===== src/rtl/uart_tx_cfg.sv =====
// uart_tx_cfg: configurable UART transmitter (5-9 data bits, optional parity, 1-2 stop bits) with a one-word holding buffer
module uart_tx_cfg #(
  parameter int CLKS_PER_BIT = 868,
  parameter int DATA_BITS    = 8,
  parameter int PARITY       = 0,
  parameter int STOP_BITS    = 1
) (
  input  logic                 clk,
  input  logic                 rst,
  input  logic                 i_Tx_Dv,
  input  logic [DATA_BITS-1:0] i_Tx_Byte,
  output logic                 o_Tx_Ready,
  output logic                 o_Tx_Active,
  output logic                 o_Tx_Serial,
  output logic                 o_Tx_Done
);
  localparam int CW = $clog2(CLKS_PER_BIT * 2);
  localparam int BW = $clog2(DATA_BITS);
  if (DATA_BITS < 5 || DATA_BITS > 9 || PARITY < 0 || PARITY > 2 ||
      STOP_BITS < 1 || STOP_BITS > 2 || CLKS_PER_BIT < 2) begin : g_bad_param
    $error("uart_tx_cfg: illegal parameter set");
  end
  typedef enum logic [2:0] {S_IDLE, S_START, S_DATA, S_PAR, S_STOP} state_t;
  state_t state, state_n;
  logic [CW-1:0] cnt, cnt_n;
  logic [BW-1:0] idx, idx_n;
  logic [DATA_BITS-1:0] sh, sh_n, hold, hold_n;
  logic hold_v, hold_v_n, ser, ser_n, act, act_n, done, done_n, load;
  logic bit_end, stop_end, par;
  assign bit_end  = cnt == CW'(CLKS_PER_BIT - 1);
  assign stop_end = cnt == CW'(STOP_BITS * CLKS_PER_BIT - 1);
  assign par      = (^sh) ^ (PARITY == 2);
  always_comb begin
    state_n  = state;
    cnt_n    = cnt + 1'b1;
    idx_n    = idx;
    sh_n     = sh;
    hold_n   = hold;
    hold_v_n = hold_v;
    ser_n    = ser;
    act_n    = act;
    done_n   = 1'b0;
    load     = 1'b0;
    if (i_Tx_Dv && !hold_v) begin
      hold_v_n = 1'b1;
      hold_n   = i_Tx_Byte;
    end
    case (state)
      S_IDLE: begin
        cnt_n = '0;
        load  = hold_v;
      end
      S_START: if (bit_end) begin
        state_n = S_DATA;
        cnt_n   = '0;
        idx_n   = '0;
        ser_n   = sh[0];
      end
      S_DATA: if (bit_end) begin
        cnt_n = '0;
        if (idx == BW'(DATA_BITS - 1)) begin
          state_n = PARITY != 0 ? S_PAR : S_STOP;
          ser_n   = PARITY != 0 ? par : 1'b1;
        end else begin
          idx_n = idx + 1'b1;
          ser_n = sh[idx_n];
        end
      end
      S_PAR: if (bit_end) begin
        state_n = S_STOP;
        cnt_n   = '0;
        ser_n   = 1'b1;
      end
      S_STOP: if (stop_end) begin
        cnt_n   = '0;
        done_n  = 1'b1;
        load    = hold_v;
        state_n = S_IDLE;
        act_n   = 1'b0;
      end
      default: state_n = S_IDLE;
    endcase
    // a pending word starts its frame on the same edge, so back-to-back frames have no idle gap
    if (load) begin
      state_n  = S_START;
      sh_n     = hold;
      hold_v_n = 1'b0;
      ser_n    = 1'b0;
      act_n    = 1'b1;
      cnt_n    = '0;
    end
  end
  always_ff @(posedge clk or posedge rst) begin
    if (rst) begin
      state  <= S_IDLE;
      cnt    <= '0;
      idx    <= '0;
      sh     <= '0;
      hold   <= '0;
      hold_v <= 1'b0;
      ser    <= 1'b1;
      act    <= 1'b0;
      done   <= 1'b0;
    end else begin
      state  <= state_n;
      cnt    <= cnt_n;
      idx    <= idx_n;
      sh     <= sh_n;
      hold   <= hold_n;
      hold_v <= hold_v_n;
      ser    <= ser_n;
      act    <= act_n;
      done   <= done_n;
    end
  end
  assign o_Tx_Ready  = !hold_v;
  assign o_Tx_Active = act;
  assign o_Tx_Serial = ser;
  assign o_Tx_Done   = done;
endmodule


===== config.mk =====
export PLATFORM = sky130hd
export DESIGN_NAME = uart_tx_cfg
export DESIGN_NICKNAME = d
export VERILOG_FILES = /design/src/rtl/uart_tx_cfg.sv
export SDC_FILE = /design/constraint.sdc
export NUM_CORES = 1
export LEC_CHECK = 0
export BUFFER_PORTS_ARGS = -buffer_cell sky130_fd_sc_hd__buf_4
export CAP_MARGIN = 20
export CORE_MARGIN = 2
export CORE_UTILIZATION = 46
export DETAILED_ROUTE_END_ITERATION = 7
export PLACE_DENSITY = 0.62
export SYNTH_ARGS = -nofsm -noshare
export SYNTH_HDL_FRONTEND = slang
export SYNTH_SLANG_ARGS = --single-unit
export TNS_END_PERCENT = 30

===== constraint.sdc =====
create_clock -name clk -period 2.58 [get_ports clk]
set_clock_uncertainty 0.05 [all_clocks]
set_input_delay 0 -clock clk [delete_from_list [all_inputs] [get_ports clk]]
set_output_delay 0 -clock clk [all_outputs]
set_load 0.01 [all_outputs]

==> impl_metrics.yaml <==
sta:
  max_slew_margin_pct: 54.0
  finalSetupTns_ps: 0
  rsz0062_at_grt: "no"
  hold_ws_ps: 324
  final_hold_viol_count: 0
  period_share_pct: 76.9
  setup_ws_ps: 596
  slew_violations: 0
  setup_viol: 0
  max_freq_ghz: 0.504
  worst_pin_slew_ps: 688
  layout_min_cycle_time_ps: 1980
placement:
  routabilityCongestion: 0.925
  dp_slack_ps: 624
  port_buffers: 14
  dp_hpwl_um: 2110
drt:
  post_drt_wl_per_cell_um: 13.3
  drcViolationCount: 0
  first_pass_iters: 4
  postRouteAntennaNets: 0
  first_iter_violations: 57
  viasPerCell: 5.10
  via_count: 1148
  wirelength_um: 2990
pwr:
  leakage_nw: 0.955
  max-vdd-ir-drop_mv: 0.590
  totalPowerFinal_mw: 1.72
  power_density_nw_per_um2: 819
job:
  cap_violations: 0
yosys:
  synth-async-reset-ratio_pct: 100
  yosysUniqueCellTypes: 39
  ys.flop_type: "dfrtp_1"
  post-synth-top-count-cell: "dfrtp_1"
  synth_top_area_share_pct: 50.8
  ys_seq_area_share_pct: 52.3
  synth_edf_count: 0
  ys_top_cells_by_count: "36 x dfrtp_1, 13 x nor2_1, 10 x inv_1, 10 x mux2_2, 10 x nand2_1"
  synth.area.top_cells: "dfrtp_1 51%, mux2_2 6.4%, mux2_4 5.9%"
  synth.cell_area_um2: 1770
  synth_fp_nets: 163
  ys.warnings.count: 0
  netlist_instances: 149
  syn_area_per_cell_um2: 11.9
  synth-seq-cells: 37
  synth_top_area_cell: "dfrtp_1"
worst_setup_path:
  crit_path_end_kind: "flip-flop"
  r2r-start: "cnt[0]$_DFF_PP0_"
  r2r_slack_ps: 600
  reg2reg_to: "sh[1]$_DFFE_PP0P_"
  critPathMaxFanout: 11
  worstSetupPathType: "reg2reg"
  worstPathRequired_ps: 2700
  cp_data_arrival_time_ps: 2100
  worst-r2r-cell-count: 5
  startpoint_type: "flip-flop"
cts:
  cts-htree-levels: 2
  clockRootBuffer: "clkbuf_8"
  cts_setup_buffers: 0
  path_clk_slew_ps: 70
  clock_sinks: 37
  clock_latency_ps: 280
  cts_tree: "done"
  numCtsBuffers: 5
  clk_path_buf_depth: 2
die:
  die_w_um: 66.1
  ioPinCount: 15
  initial_core_util_pct: 48.0
  die_h_um: 66.1
  fp.dieArea_um2: 4360
  core_area_um2: 3690
  row_count: 22
global_route:
  grt_pass1_vias: 1143
  grt_usage_pct: 16.4
  grt_pass1_wl_um: 5350
  gr-total-overflow: 0
  grt_max_degree: 38
  antenna_found_initial: 0
final_layout:
  area_growth_pct: 18.5
  fin_nets: 190
  antenna_cells: 0
  drive_gt1_share_pct: 28.8
outcome:
  status: "finished, final reports clean"
min_path:
  hold_class: "in2async"
-- critical path, stage by stage, from the launching register on --
cell     delay (ps)
dfrtp_1         400
ha_1            250
nor4b_4         290
nand4_4         180
a21o_2          370
mux2_4          330
-- worst max-delay path by stage --
stage / cells after the start / endpoint / slack, ps / start
3_3_place_gp: 5 / sh[5]$_DFFE_PP0P_ / 690 / cnt[0]$_DFF_PP0_
5_1_grt: 5 / sh[1]$_DFFE_PP0P_ / 430 / cnt[0]$_DFF_PP0_
3_5_place_dp: 5 / sh[1]$_DFFE_PP0P_ / 620 / cnt[0]$_DFF_PP0_
2_1_floorplan: 6 / sh[0]$_DFFE_PP0P_ / 740 / cnt[0]$_DFF_PP0_
4_1_cts: 5 / sh[1]$_DFFE_PP0P_ / 590 / cnt[0]$_DFF_PP0_
6_report: 5 / sh[1]$_DFFE_PP0P_ / 600 / cnt[0]$_DFF_PP0_
-- per-stage QoR --
| step | instances | utilization, % | cell area [µm²] |
|---|---|---|---|
| 3_5_place_dp | 207 | 52.0 | 1920 |
| 3_3_place_gp | 207 | 52.0 | 1920 |
| 5_1_grt | 225 | 56.9 | 2100 |
| 6_report | 225 | 56.9 | 2100 |
| 4_1_cts | 225 | 56.9 | 2100 |
| 2_1_floorplan | 149 | - | 1770 |
-- flip-flops by register name, indices dropped and copies added, names as in the netlist --
register	count
cnt	11
state	3
o_Tx_Active	1
o_Tx_Serial	1
idx	3
hold_v	1
sh	8
o_Tx_Done	1
hold	8
-- repair_timing --
item                                    CTS  global route
gates resized for setup                   0             0
endpoints found under the setup margin    0             0
hold buffers                             10             0
hold endpoints to repair                 45             0
-- metal layers --
metal / routed length [µm] / global-route usage [%] / part of all wire, %
met1: 1510 / 23.6 / 50
met2: 1360 / 24.0 / 45
met3: 80 / 4.09 / 2.7
met4: 40 / 6.12 / 1.3
met5: 0 / 0 / 0
-- cells by family after synthesis --
logic type               Yosys count  synth area share (%)
multiplexers                      23                  15.7
adder cells (fa/ha/maj)            4                  2.68
AND/OR/NAND/NOR                   45                  15.5
buffers and inverters             15                  3.67
flip-flops                        37                  52.3
AO/OA/AOI/OAI                     16                  5.65
XOR/XNOR                           9                  4.45
-- placed cells by master (no fill, tap or decap), types with 2 or more instances in the layout --
cell	count
mux2_4	7
clkbuf_8	5
o22ai_1	2
ha_1	3
mux2i_1	6
dlygate4sd3_1	10
xnor2_1	4
nor2b_1	3
nor2_1	13
nand2_1	10
inv_1	10
buf_4	15
a21oi_1	4
o21ai_0	5
dfrtp_1	36
xor2_1	5
nor3_1	2
nand4_1	2
clkinv_2	2
nand3_1	3
mux2_2	10
-- power by group --
part / leakage [nW] / internal (mW) / switching (mW) / total [mW]
sequential: 0.457 / 0.763 / 0.145 / 0.908
clock: 0.0450 / 0.187 / 0.191 / 0.378
combinational: 0.453 / 0.273 / 0.161 / 0.435
-- final cells by class --
class                      count  area (µm²)
fill                         333        1590
clock inverter                 2        10.0
clock buffer                   6        72.6
multi-input combinational     97         779
inverter                      10        37.5
timing repair buffer          25         213
sequential                    37         927
tap                           48        60.1
No activity file was read; power rests on OpenSTA's default activity.
